===== src/rtl/pixel_proc_pkg.sv =====
// rtl/pixel_proc_pkg.sv - shared types and luma constants for pixel_stream_proc
package pixel_proc_pkg;

  typedef enum logic [1:0] {
    PASS   = 2'd0,
    INVERT = 2'd1,
    GRAY   = 2'd2,
    THRESH = 2'd3
  } mode_e;

  typedef enum logic [2:0] {
    IDLE,
    WAIT_SOF,
    RUN,
    DRAIN,
    DONE
  } state_e;

  localparam int LUMA_R     = 77;
  localparam int LUMA_G     = 150;
  localparam int LUMA_B     = 29;
  localparam int LUMA_SHIFT = 8;

endpackage


===== src/rtl/pixel_op_pipe.sv =====
// rtl/pixel_op_pipe.sv - 2-stage elastic point-operation datapath
// Stage 1 holds the pixel and luma products, stage 2 the selected result.
module pixel_op_pipe
  import pixel_proc_pkg::*;
#(
  parameter int DATA_WIDTH = 8,
  parameter int CHANNELS   = 3
) (
  input  logic                           clk,
  input  logic                           reset,
  input  logic [1:0]                     mode,
  input  logic [DATA_WIDTH-1:0]          thresh,
  input  logic                           in_valid,
  output logic                           in_ready,
  input  logic [CHANNELS*DATA_WIDTH-1:0] in_data,
  input  logic                           in_sof,
  input  logic                           in_eol,
  input  logic                           in_eof,
  output logic                           out_valid,
  input  logic                           out_ready,
  output logic [CHANNELS*DATA_WIDTH-1:0] out_data,
  output logic                           out_sof,
  output logic                           out_eol,
  output logic                           out_eof,
  output logic                           empty_next
);

  localparam int PW  = CHANNELS * DATA_WIDTH;
  localparam int PRW = DATA_WIDTH + 8;
  localparam int ACW = DATA_WIDTH + 10;

  logic                  s1_valid;
  logic [PW-1:0]         s1_data;
  logic                  s1_sof, s1_eol, s1_eof;
  logic                  s2_ready;
  logic [DATA_WIDTH-1:0] luma;
  logic                  luma_hi;
  logic [PW-1:0]         op_data;

  assign s2_ready   = !out_valid || out_ready;
  assign in_ready   = !s1_valid || s2_ready;
  // True when nothing new enters and whatever is left leaves this cycle.
  assign empty_next = !s1_valid && (!out_valid || out_ready);

  always_ff @(posedge clk) begin
    if (reset) begin
      s1_valid <= 1'b0;
      s1_data  <= '0;
      s1_sof   <= 1'b0;
      s1_eol   <= 1'b0;
      s1_eof   <= 1'b0;
    end else if (in_ready) begin
      s1_valid <= in_valid;
      if (in_valid) begin
        s1_data <= in_data;
        s1_sof  <= in_sof;
        s1_eol  <= in_eol;
        s1_eof  <= in_eof;
      end
    end
  end

  generate
    if (CHANNELS >= 3) begin : g_luma
      logic [PRW-1:0] prod_r, prod_g, prod_b;
      logic [ACW-1:0] acc;
      logic           unused_acc_bits;

      always_ff @(posedge clk) begin
        if (reset) begin
          prod_r <= '0;
          prod_g <= '0;
          prod_b <= '0;
        end else if (in_ready && in_valid) begin
          prod_r <= PRW'(LUMA_R) * PRW'(in_data[0*DATA_WIDTH +: DATA_WIDTH]);
          prod_g <= PRW'(LUMA_G) * PRW'(in_data[1*DATA_WIDTH +: DATA_WIDTH]);
          prod_b <= PRW'(LUMA_B) * PRW'(in_data[2*DATA_WIDTH +: DATA_WIDTH]);
        end
      end

      // Coefficients sum to 256, so the shifted sum never exceeds full scale.
      assign acc  = ACW'(prod_r) + ACW'(prod_g) + ACW'(prod_b);
      assign luma = acc[LUMA_SHIFT +: DATA_WIDTH];
      assign unused_acc_bits = ^{acc[ACW-1:LUMA_SHIFT+DATA_WIDTH], acc[LUMA_SHIFT-1:0]};
    end else begin : g_no_luma
      assign luma = s1_data[0 +: DATA_WIDTH];
    end
  endgenerate

  assign luma_hi = (luma >= thresh);

  always_comb begin
    op_data = s1_data;
    case (mode_e'(mode))
      INVERT: op_data = ~s1_data;
      GRAY: begin
        if (CHANNELS >= 3) begin
          for (int c = 0; c < CHANNELS; c++) begin
            if (c < 3) op_data[c*DATA_WIDTH +: DATA_WIDTH] = luma;
          end
        end
      end
      THRESH: begin
        for (int c = 0; c < CHANNELS; c++) begin
          if (c < 3 || CHANNELS < 3) op_data[c*DATA_WIDTH +: DATA_WIDTH] = {DATA_WIDTH{luma_hi}};
        end
      end
      default: op_data = s1_data;
    endcase
  end

  always_ff @(posedge clk) begin
    if (reset) begin
      out_valid <= 1'b0;
      out_data  <= '0;
      out_sof   <= 1'b0;
      out_eol   <= 1'b0;
      out_eof   <= 1'b0;
    end else if (s2_ready) begin
      out_valid <= s1_valid;
      if (s1_valid) begin
        out_data <= op_data;
        out_sof  <= s1_sof;
        out_eol  <= s1_eol;
        out_eof  <= s1_eof;
      end
    end
  end

endmodule


===== src/rtl/pixel_stream_proc.sv =====
// rtl/pixel_stream_proc.sv - frame FSM, raster counters and geometry checking
// around the pixel_op_pipe datapath.
module pixel_stream_proc
  import pixel_proc_pkg::*;
#(
  parameter int  DATA_WIDTH = 8,
  parameter int  CHANNELS   = 3,
  parameter int  MAX_WIDTH  = 1024,
  parameter int  MAX_HEIGHT = 1024,
  localparam int XW         = $clog2(MAX_WIDTH + 1),
  localparam int YW         = $clog2(MAX_HEIGHT + 1),
  localparam int PW         = CHANNELS * DATA_WIDTH
) (
  input  logic                  clk,
  input  logic                  reset,
  input  logic [XW-1:0]         cfg_width,
  input  logic [YW-1:0]         cfg_height,
  input  logic [1:0]            cfg_mode,
  input  logic [DATA_WIDTH-1:0] cfg_thresh,
  input  logic                  start,
  output logic                  busy,
  output logic                  done,
  output logic                  err_size,
  input  logic                  s_valid,
  output logic                  s_ready,
  input  logic [PW-1:0]         s_data,
  input  logic                  s_sof,
  input  logic                  s_eol,
  output logic                  m_valid,
  input  logic                  m_ready,
  output logic [PW-1:0]         m_data,
  output logic                  m_sof,
  output logic                  m_eol,
  output logic                  m_eof
);

  state_e                state;
  logic [XW-1:0]         width_q, x, bx;
  logic [YW-1:0]         height_q, y, by;
  logic [1:0]            mode_q;
  logic [DATA_WIDTH-1:0] thresh_q;
  logic                  pipe_ready, pipe_empty_next;
  logic                  push, sof_bad, eol_bad, last_x, last_y, bad_geom;

  assign s_ready = ((state == WAIT_SOF) || (state == RUN)) && pipe_ready;
  assign push    = s_valid && s_ready && ((state == RUN) || s_sof);

  // A misplaced sof restarts the raster with the current beat as (0,0).
  assign sof_bad = (state == RUN) && s_sof && ((x != '0) || (y != '0));
  assign bx      = sof_bad ? '0 : x;
  assign by      = sof_bad ? '0 : y;
  assign last_x  = (bx == width_q - XW'(1));
  assign last_y  = (by == height_q - YW'(1));
  assign eol_bad = (s_eol != last_x);

  assign bad_geom = (cfg_width == '0) || (cfg_width > XW'(MAX_WIDTH)) ||
                    (cfg_height == '0) || (cfg_height > YW'(MAX_HEIGHT));

  always_ff @(posedge clk) begin
    if (reset) begin
      state    <= IDLE;
      busy     <= 1'b0;
      done     <= 1'b0;
      err_size <= 1'b0;
      width_q  <= '0;
      height_q <= '0;
      mode_q   <= '0;
      thresh_q <= '0;
      x        <= '0;
      y        <= '0;
    end else begin
      done <= 1'b0;
      case (state)
        IDLE: begin
          if (start) begin
            width_q  <= cfg_width;
            height_q <= cfg_height;
            mode_q   <= cfg_mode;
            thresh_q <= cfg_thresh;
            busy     <= 1'b1;
            err_size <= bad_geom;
            x        <= '0;
            y        <= '0;
            // A rejected frame passes through DRAIN, which sees an empty pipe.
            state    <= bad_geom ? DRAIN : WAIT_SOF;
          end
        end
        WAIT_SOF, RUN: begin
          if (push) begin
            if (eol_bad || sof_bad) err_size <= 1'b1;
            if (last_x) begin
              x <= '0;
              y <= by + YW'(1);
            end else begin
              x <= bx + XW'(1);
              y <= by;
            end
            state <= (last_x && last_y) ? DRAIN : RUN;
          end
        end
        DRAIN: begin
          if (pipe_empty_next) begin
            state <= DONE;
            done  <= 1'b1;
            busy  <= 1'b0;
          end
        end
        DONE:    state <= IDLE;
        default: state <= IDLE;
      endcase
    end
  end

  pixel_op_pipe #(
    .DATA_WIDTH(DATA_WIDTH),
    .CHANNELS  (CHANNELS)
  ) u_pipe (
    .clk       (clk),
    .reset     (reset),
    .mode      (mode_q),
    .thresh    (thresh_q),
    .in_valid  (push),
    .in_ready  (pipe_ready),
    .in_data   (s_data),
    .in_sof    ((bx == '0) && (by == '0)),
    .in_eol    (last_x),
    .in_eof    (last_x && last_y),
    .out_valid (m_valid),
    .out_ready (m_ready),
    .out_data  (m_data),
    .out_sof   (m_sof),
    .out_eol   (m_eol),
    .out_eof   (m_eof),
    .empty_next(pipe_empty_next)
  );

endmodule


===== config.mk =====
export PLATFORM = sky130hd
export DESIGN_NAME = pixel_stream_proc
export DESIGN_NICKNAME = d
export VERILOG_FILES = /design/src/rtl/pixel_proc_pkg.sv /design/src/rtl/pixel_op_pipe.sv /design/src/rtl/pixel_stream_proc.sv
export SDC_FILE = /design/constraint.sdc
export NUM_CORES = 1
export LEC_CHECK = 0
export CAP_MARGIN = 0
export CORE_AREA = 8 8 161 193
export DETAILED_ROUTE_END_ITERATION = 16
export DIE_AREA = 0 0 169 201
export DONT_BUFFER_PORTS = 1
export PLACE_DENSITY = 0.53
export SLEW_MARGIN = 20
export SYNTH_ARGS = -nofsm -noshare
export SYNTH_HDL_FRONTEND = slang
export SYNTH_SLANG_ARGS = --single-unit
export TNS_END_PERCENT = 1

===== constraint.sdc =====
create_clock -name clk -period 5.2 [get_ports clk]
set_input_delay 0.52 -clock clk [delete_from_list [all_inputs] [get_ports clk]]
set_output_delay 0.52 -clock clk [all_outputs]
set_load 0.02 [all_outputs]

==> metrics.txt, run 1 <==
worst-path cell chain=fa_1 -> ha_1 -> a21o_1 -> a21oi_1 -> nor3b_1 -> a211oi_1 -> nor3b_1 -> xnor2_1 -> ha_1 -> a2111oi_0 -> o21ai_0 -> a21oi_1 -> a21oi_1 -> o221ai_1 -> a21oi_1; Setup TNS=0 ns; outcome=finished, final reports clean; # rows=67; Max IR drop VDD=around 0.19 mV; Final Hold Viols=0; synth warn=0; Starting DRT DRC Count=about 410; Syn Std Cell Area=0.0110 mm2; P_leak=0.00498 uW; Post-Synthesis Cells=1,383; DRC viols=0; Root Driver=clkbuf_16; Core Area=0.0278 mm2; Routability Congestion=just over 0.8; Inst Count DP=1,700; CP Capture Type=flip-flop; post-detail-place hpwl=23,200 um; most frequent cells in the layout=nand2_1 (254), a21oi_1 (157), dfxtp_1 (154); Hold WC Path Type=in2reg; GRT overflow=0; Post-Layout Cell Count=1,732; Synth Area per Inst=7.93 um2; Post-CTS Setup Bufs=0; Slew Viols, Final=0; Tot GR Track Use=0.182; H-tree level count=4; Worst Tran Pin Value=about 1.0 ns; Antenna diodes=0; Worst Path Max Fanout=6; post-CTS sizing=0; RSZ-0062 raised after global routing=no; Max Fclk=216 MHz; final core occ=0.428; CTS tree=yes; largest net degree at the start of global routing=approximately 140; fin crit period=~4.6 ns; Critical Path Start Type=flip-flop; CTS clk-pin slew, worst paths=roughly 0.060 ns; Die Y=201 um; Initial Util=0.394; routed vias=between 9,000 and 10,000; EDFF count, synth=0; first-pass GRT wire length=49,700 um; WP data required=5.48 ns; DRT Pass-1 Iters=7; Ports=95; critical path type=reg2reg; Final ANT Viol Nets=0; WL final=30,500 um; CTS Buf Count=17; DR vias/cell=between 5 and 6; final setup vio count=0; Synth Flop Type=dfxtp_1; Seq/Total Area, Yosys=0.281; Synthesized Nets=1,611; full die area=approximately 0.034 mm2; Worst-Skew Late Latency=~0.43 ns; arrival time at the worst endpoint=4.92 ns; slowest CP cell=a21oi_1; initial antenna violation count=0; DIE WIDTH=169 um; Layout Nets=1,568; DR WL/cell=17.6 um; flops & latches, synth=154; Power Density=340 mW/mm2; area added between synthesis and finish=8.61%; layout cells sized above 1=0.0458; commonest non-fill, non-tap cell in the layout=nand2_1; Final Cycle Share=0.891; Slew Limit Headroom=0.304; fraction of registers with async set/reset=0; crit-path max cell delay=roughly 0.52 ns; CTS max path bufs=2; clk sinks=between 150 and 200; Fin Clk Skew=0.0115 ns; Max-cap violations=0; most used cell along the critical path=a21oi_1; Synth cell types=71; cts-stage hold buffer count=0; vias in the first global route=9,231; PortBufs=0
-- report_power, final --
part	internal (uW)	switching [uW]	total [uW]
Combinational	556	758	1310
Sequential	1270	115	1380
Clock	836	522	1360
-- synthesized netlist by cell type, drive strengths merged (7+ instances only) --
cell type / count / share of area
a211oi: 14 / 0.011
a21o: 15 / 0.010
a21oi: 157 / 0.072
and3: 8 / 0.0046
buf: 7 / 0.0035
clkbuf: 67 / 0.023
dfxtp: 154 / 0.28
fa: 38 / 0.069
ha: 127 / 0.14
inv: 121 / 0.041
nand2: 254 / 0.087
nand2b: 12 / 0.0068
nand3: 20 / 0.0091
nand4: 10 / 0.0063
nor2: 66 / 0.023
nor2b: 7 / 0.0040
nor3: 35 / 0.016
nor4: 14 / 0.0086
o211ai: 8 / 0.0055
o21ai: 45 / 0.021
o21bai: 11 / 0.0075
o22ai: 7 / 0.0040
o31ai: 10 / 0.0068
or3: 10 / 0.0057
xnor2: 45 / 0.036
xor2: 21 / 0.017
-- registers in the layout, summed over array words and instances (netlist names), 2 cells and up --
name	count
u_pipe.out_data	24
u_pipe.s1_data	24
u_pipe.g_luma.prod_g	14
u_pipe.g_luma.prod_r	13
height_q	11
u_pipe.g_luma.prod_b	11
width_q	11
x	11
y	11
thresh_q	8
state	3
mode_q	2
-- cells by family after synthesis --
group                      share of synthesized area
and+or+nand+nor                                0.197
AOI/OAI and AO/OA                              0.183
buffers and inverters                         0.0682
adders and majority gates                      0.214
DFF                                            0.281
xor gates and xnor gates                      0.0527
muxes                                        0.00376
-- per-layer routing --
metal  vias up  global-route usage  wire, um
li1       4663                   -         -
met2       170               0.338     16000
met3        38              0.0289      1070
met1      4371               0.204     12500
met5         -                   0         0
met4         0              0.0681       868
-- worst paths after layout --
check / slack (ns) / from / to / cells after the start
worst max register to register: 0.57 / u_pipe.g_luma.prod_b[6] / u_pipe.out_data[17] / 15
worst min register to register: 0.45 / u_pipe.s1_eof / u_pipe.out_eof / 2
worst min-delay path: 0.17 / reset / mode_q[1] / 1
worst max-delay path: 0.57 / u_pipe.g_luma.prod_b[6] / u_pipe.out_data[17] / 15
-- stage by stage --
| stage | cell area (um2) | power (uW) | hold WS (ns) | setup WS [ns] |
|---|---|---|---|---|
| finish | 11900 | 4060 | 0.172 | 0.566 |
| global route | 11900 | 4350 | 0.140 | 0.140 |
| CTS | 11900 | 4110 | 0.141 | 0.655 |
| detailed placement | 11300 | 2740 | 0.441 | 0.696 |
| global placement | 11300 | 2720 | 0.437 | 0.841 |
| floorplan | 11000 | 2430 | 0.432 | 1.17 |
-- critical path: cells and delay by family (launching register included) --
kind / cells / cell delay (ns)
AND/OR/NAND/NOR: 2 / 0.78
adder cells (fa/ha/maj): 3 / 1.09
flip-flops: 1 / 0.33
AO/OA/AOI/OAI: 9 / 2.10
XOR/XNOR: 1 / 0.21
-- final cells by class --
class,instances,area [um2]
clock buffer,20,457
clock inverter,12,188
fill,2896,15900
inverter,122,458
multi-input combinational,1033,7170
sequential,154,3080
tap,379,474
timing repair buffer,12,90.1
Power figures use the tool's default switching activity.
==> inputs of run 2 (changes only) <==
--- a/config.mk
+++ b/config.mk
@@ -6,11 +6,11 @@
 export NUM_CORES = 1
 export LEC_CHECK = 0
 export CAP_MARGIN = 0
-export CORE_AREA = 8 8 161 193
+export CORE_AREA = 8 8 171 205
 export DETAILED_ROUTE_END_ITERATION = 16
-export DIE_AREA = 0 0 169 201
+export DIE_AREA = 0 0 179 213
 export DONT_BUFFER_PORTS = 1
-export PLACE_DENSITY = 0.53
+export PLACE_DENSITY = 0.48
 export SLEW_MARGIN = 20
 export SYNTH_ARGS = -nofsm -noshare
 export SYNTH_HDL_FRONTEND = slang
==> run 2 against run 1 <==
- worst setup slack better by 0.14 ns
- sequential share of layout area about the same
- critical path type unchanged
- cell count increased by 1.6%
- worst hold slack got worse by 0.0094 ns
- critical endpoint is now u_pipe.out_data[9]
- core utilization is 5.3 points lower
- wire length up 4.2%
- non-clock buffer count rose by 1
- total power shrank 1.6%
- largest power group unchanged
- fmax is 3.0% higher
- first-iteration DRC count decreased by 8.1%
- largest cell class unchanged
- global-route usage fell by 1.4 points
- via count is essentially flat
==> metrics.txt, run 2 (synthesized netlist as in run 1, its figures left out) <==
outcome=finished, final reports clean; Multi-input gate area=between 0.007 and 0.008 mm2; initial antenna violation count=0; arrival time at the worst endpoint=4.80 ns; design area=~0.012 mm2; Final ANT Viol Nets=0; slowest CP cell=fa_1; PortBufs=0; full die area=0.0381 mm2; DRC viols=0; crit-path max cell delay=just under 0.5 ns; Slew Limit Headroom=0.262; CP delay by family, top=compound AO/OA/AOI/OAI gates; CTS max path bufs=2; FF/Latch Area=between 0.003 and 0.004 mm2; Area after DPL=0.0113 mm2; P_leak=0.00495 uW; final core occ=0.375; Slew Viols, Final=0; Final Hold Viols=0; Place WS=0.732 ns; Hold Path Stages=1; most frequent cells in the layout=nand2_1 (254), a21oi_1 (157), dfxtp_1 (154); worst setup margin=between 0.7 and 0.8 ns; Starting DRT DRC Count=373; # rows=72; Layout Nets=1,569; Power Density=335 mW/mm2; Max-cap violations=0; Worst-Skew Late Latency=0.43 ns; most used cell along the critical path=a21oi_1; Worst path depth=15; Regs by FF count=u_pipe.out_data (24), u_pipe.s1_data (24), u_pipe.g_luma.prod_g (14); DR WL/cell=18.1 um; DIE WIDTH=179 um; commonest non-fill, non-tap cell in the layout=nand2_1; critical path type=reg2reg; WP data required=5.50 ns; Max IR drop VDD=approximately 0.22 mV; Setup TNS=0 ns; Fin Clk Skew=0.0114 ns; final setup vio count=0; CTS Buf Count=17; Final Cycle Share=0.865; H-tree level count=4; Ports=95; Routability Congestion=0.795; cts-stage hold buffer count=0; first-pass GRT wire length=50,100 um; layout cells sized above 1=0.0451; Die Y=213 um; CP Capture Type=flip-flop; Tot GR Track Use=0.168; Hold WC Path Type=in2reg; CTS tree=yes; CTS clk-pin slew, worst paths=about 0.07 ns; Worst Tran Pin Value=between 1 and 1.5 ns; worst path bufs/invs=0; worst-path cell chain=fa_1 -> ha_1 -> a21o_1 -> a21oi_1 -> nor3b_1 -> a211oi_1 -> nor3b_1 -> xnor2_1 -> ha_1 -> a2111oi_0 -> o21ai_0 -> a21oi_1 -> a21oi_1 -> o221ai_1 -> a21oi_1; Max Fclk=222 MHz; post-detail-place hpwl=24,000 um; Core Area=0.0318 mm2; Post-CTS Setup Bufs=0; Initial Util=0.345; WL final=~32,000 um; post-CTS sizing=0; largest net degree at the start of global routing=137; routed vias=~9,200; Antenna diodes=0; GRT overflow=0; R2R cell count=15; Layout fillers=about 3,400; Critical Path Start Type=flip-flop; DR vias/cell=5.26; Root Driver=clkbuf_16; area added between synthesis and finish=8.65%; Worst Path Max Fanout=6; vias in the first global route=about 9,200; clk sinks=154; RSZ-0062 raised after global routing=no; DRT Pass-1 Iters=5; fin crit period=4.50 ns
run 2: cell type report:
cell class | instances | area share
inverter | 122 | 0.0384
tap | 407 | 0.0427
clock buffer | 18 | 0.0360
sequential | 154 | 0.259
multi-input combinational | 1033 | 0.602
timing repair buffer | 13 | 0.00819
clock inverter | 12 | 0.0140
run 2: worst reg2reg max path: stages, from the launching register on:
cell and delay (ns):
dfxtp_1 0.33, fa_1 0.49, ha_1 0.35, a21o_1 0.16, a21oi_1 0.25, nor3b_1 0.30, a211oi_1 0.14, nor3b_1 0.47
xnor2_1 0.21, ha_1 0.28, a2111oi_0 0.32, o21ai_0 0.22, a21oi_1 0.47, a21oi_1 0.08, o221ai_1 0.19, a21oi_1 0.10
run 2: report_power, final:
group / leakage (uW) / internal, uW / switching (uW)
clock: 0.000277 / 758 / 527
sequential: 0.00125 / 1270 / 116
combinational: 0.00342 / 557 / 765
run 2: stage by stage:
stage          hold WS [ns]  std cells  power (uW)
2_1_floorplan         0.432       1383        2430
3_3_place_gp          0.434       1729        2740
3_5_place_dp          0.439       1729        2750
4_1_cts               0.138       1759        4060
5_1_grt               0.140       1759        4300
6_report              0.162       1759        3990
run 2: routing by layer:
| metal | routed length [um] | global-route usage |
|---|---|---|
| met5 | 0 | 0 |
| met4 | 859 | 0.0634 |
| met3 | 942 | 0.0257 |
| met2 | 16800 | 0.309 |
| met1 | 13200 | 0.192 |
run 2: worst paths after layout:
path	slack [ns]	from	to
worst max-delay path	0.70	u_pipe.g_luma.prod_b[6]	u_pipe.out_data[9]
worst min-delay path	0.16	reset	height_q[3]
worst max register to register	0.70	u_pipe.g_luma.prod_b[6]	u_pipe.out_data[9]
worst min register to register	0.45	u_pipe.s1_eof	u_pipe.s1_eof
==> inputs of run 3 (changes only) <==
--- a/config.mk
+++ b/config.mk
@@ -5,12 +5,14 @@
 export SDC_FILE = /design/constraint.sdc
 export NUM_CORES = 1
 export LEC_CHECK = 0
+export ABC_CLOCK_PERIOD_IN_PS = 4050
 export CAP_MARGIN = 0
 export CORE_AREA = 8 8 171 205
+export CTS_CLUSTER_DIAMETER = 30
 export DETAILED_ROUTE_END_ITERATION = 16
 export DIE_AREA = 0 0 179 213
 export DONT_BUFFER_PORTS = 1
-export PLACE_DENSITY = 0.48
+export PLACE_DENSITY = 0.49
 export SLEW_MARGIN = 20
 export SYNTH_ARGS = -nofsm -noshare
 export SYNTH_HDL_FRONTEND = slang
==> constraint.sdc (replaced) <==
create_clock -name clk -period 4.05 [get_ports clk]
set_input_delay 0.405 -clock clk [delete_from_list [all_inputs] [get_ports clk]]
set_output_delay 0.405 -clock clk [all_outputs]
set_load 0.02 [all_outputs]
==> run 3 against run 2 <==
- critical endpoint is now u_pipe.out_data[1]
- flip-flop and latch count unchanged
- worst setup slack got worse by 0.66 ns
- die area unchanged
==> metrics.txt, run 3 (synthesized netlist as in run 1, its figures left out) <==
outcome=finished, final reports clean; first-pass GRT wire length=50,600 um; worst-path cell chain=fa_1 -> ha_4 -> a21o_1 -> a21oi_2 -> buf_4 -> nor3b_4 -> a211oi_2 -> nor3b_2 -> buf_4 -> xnor2_4 -> ha_4 -> a2111oi_4 -> o21ai_2 -> buf_4 -> a21oi_2 -> buf_6 -> a21oi_1 -> o221ai_1 -> a21oi_1; Worst Path Max Fanout=6; largest net degree at the start of global routing=137; crit-path max cell delay=just under 0.6 ns; Power Density=425 mW/mm2; Max-cap violations=0; Final Cycle Share=0.990; WL final=31,800 um; Regs by FF count=u_pipe.out_data (24), u_pipe.s1_data (24), u_pipe.g_luma.prod_g (14); R2R cell count=19; top sig layer=met4; wire length on met2=17,200 um; full die area=0.0381 mm2; layout cells sized above 1=0.0854; Ports=95; final core occ=0.386; H-tree level count=4; register-to-register setup slack=roughly 0.042 ns; fin crit period=4.01 ns; final setup vio count=0; Antenna diodes=0; # rows=72; Die Y=213 um; Tot GR Track Use=0.169; Layout fillers=3,321; CTS Buf Count=17; PortBufs=0; Starting DRT DRC Count=approximately 420; CP Capture Type=flip-flop; CTS max path bufs=2; Root Driver=clkbuf_16; area added between synthesis and finish=12.0%; worst path bufs/invs=4; DR vias/cell=5.25; Max Fclk=250 MHz; Final Hold Viols=0; Max IR drop VDD=about 0.32 mV; Hold Path Origin=reset; worst r2r src=u_pipe.g_luma.prod_r[6]; DRC viols=0; clk sinks=154; Routability Congestion=0.820; most used cell along the critical path=buf_4; Hold Path Stages=1; Layout Nets=about 1,600; WP data required=4.34 ns; Core Area=roughly 0.032 mm2; Slew Viols, Final=0; Worst Tran Pin Value=around 1.1 ns; Met1 Wirelength=13,100 um; post-detail-place hpwl=24,400 um; worst setup margin=around 0.042 ns; worst hold endpoint=mode_q[1]; GRT overflow=0; P_leak=0.00514 uW; Worst-Skew Late Latency=0.44 ns; Hold WC Path Type=in2reg; Critical Path Start Type=flip-flop; initial antenna violation count=0; routed vias=9,392; critical path type=reg2reg; RSZ-0062 raised after global routing=yes; slowest CP cell=fa_1; DR WL/cell=roughly 18 um; Fin Clk Skew=approximately 0.016 ns; Slew Limit Headroom=0.288; CP delay by family, top=compound AO/OA/AOI/OAI gates; arrival time at the worst endpoint=4.30 ns; commonest non-fill, non-tap cell in the layout=nand2_1; Final ANT Viol Nets=0; DRT Pass-1 Iters=5; CTS clk-pin slew, worst paths=roughly 0.06 ns; Place WS=-0.220 ns; wire length on met3=955 um; Worst R2R End=u_pipe.out_data[1]; cts-stage hold buffer count=0; Initial Util=0.345; CTS tree=yes; DIE WIDTH=179 um; vias in the first global route=9,411; most frequent cells in the layout=nand2_1 (254), dfxtp_1 (152), a21oi_1 (151)
## run 3: cell count changes in the layout (fill, tap and decap cells not counted), moves of 3 or more
cell and delta:
ha_1 -3, o32ai_1 -3, buf_4 +27, clkinv_2 +5, o32ai_2 +3, clkinvlp_4 -4
a21oi_2 +6, a21oi_1 -6, clkinv_4 +4, o21ai_0 -4
## run 3: power breakdown
group | switching [uW] | total, uW | internal (uW)
clock network | 680 | 1590 | 908
registers | 140 | 1770 | 1630
logic | 1060 | 1870 | 817
total | 1880 | 5230 | 3350
## run 3: worst max-delay path by stage
stage / startpoint / endpoint / slack, ns / cells after the start
after floorplan: u_pipe.g_luma.prod_b[6] / u_pipe.out_data[19] / 0.02 / 14
after global placement: u_pipe.g_luma.prod_b[6] / u_pipe.out_data[9] / -0.19 / 19
after detailed placement: u_pipe.g_luma.prod_b[6] / u_pipe.out_data[9] / -0.22 / 19
after CTS: u_pipe.g_luma.prod_b[6] / u_pipe.out_data[9] / 0.003 / 19
after global routing: u_pipe.g_luma.prod_r[6] / u_pipe.out_data[1] / -0.12 / 19
final: u_pipe.g_luma.prod_r[6] / u_pipe.out_data[1] / 0.04 / 19
## run 3: layer usage
metal	GRT usage	vias to the layer above
li1	-	4720
met1	0.189	4506
met4	0.0540	0
met2	0.318	136
met3	0.0255	30
met5	0	-
## run 3: repair_timing
action / CTS / global route
gates resized for setup: 7 / 29
setup endpoints to repair: 24 / 24
buffers inserted: 0 / 1
pin swaps: 4 / 15
## run 3: per-stage QoR
step                      power, uW  hold slack (ns)  setup TNS, ns  cells  area, um2
after floorplan                3130            0.432              0   1383      11000
after global placement         3600            0.438          -3.05   1756      11500
after detailed placement       3610            0.444          -3.83   1756      11500
after CTS                      5260           0.0206              0   1787      12100
after global routing           5610           0.0174          -1.18   1788      12300
final                          5230           0.0413              0   1788      12300
## run 3: worst register-to-register path, delay by kind of cell, from the launching register on
family                   cells  cell delay (ns)
AO/OA/AOI/OAI                9             1.37
flip-flops                   1             0.33
buffers and inverters        4             0.60
XOR/XNOR                     1             0.13
adder cells (fa/ha/maj)      3             1.05
AND/OR/NAND/NOR              2             0.41
## run 3: layout make-up
class / count / area (um2) / share of cell area
repair buffers: 41 / 312 / 0.0254
clock buffers: 17 / 425 / 0.0346
inverters: 122 / 458 / 0.0373
flip-flops and latches: 154 / 3090 / 0.251
clock inverters: 14 / 149 / 0.0121
multi-input cells: 1033 / 7350 / 0.598
well taps: 407 / 509 / 0.0414
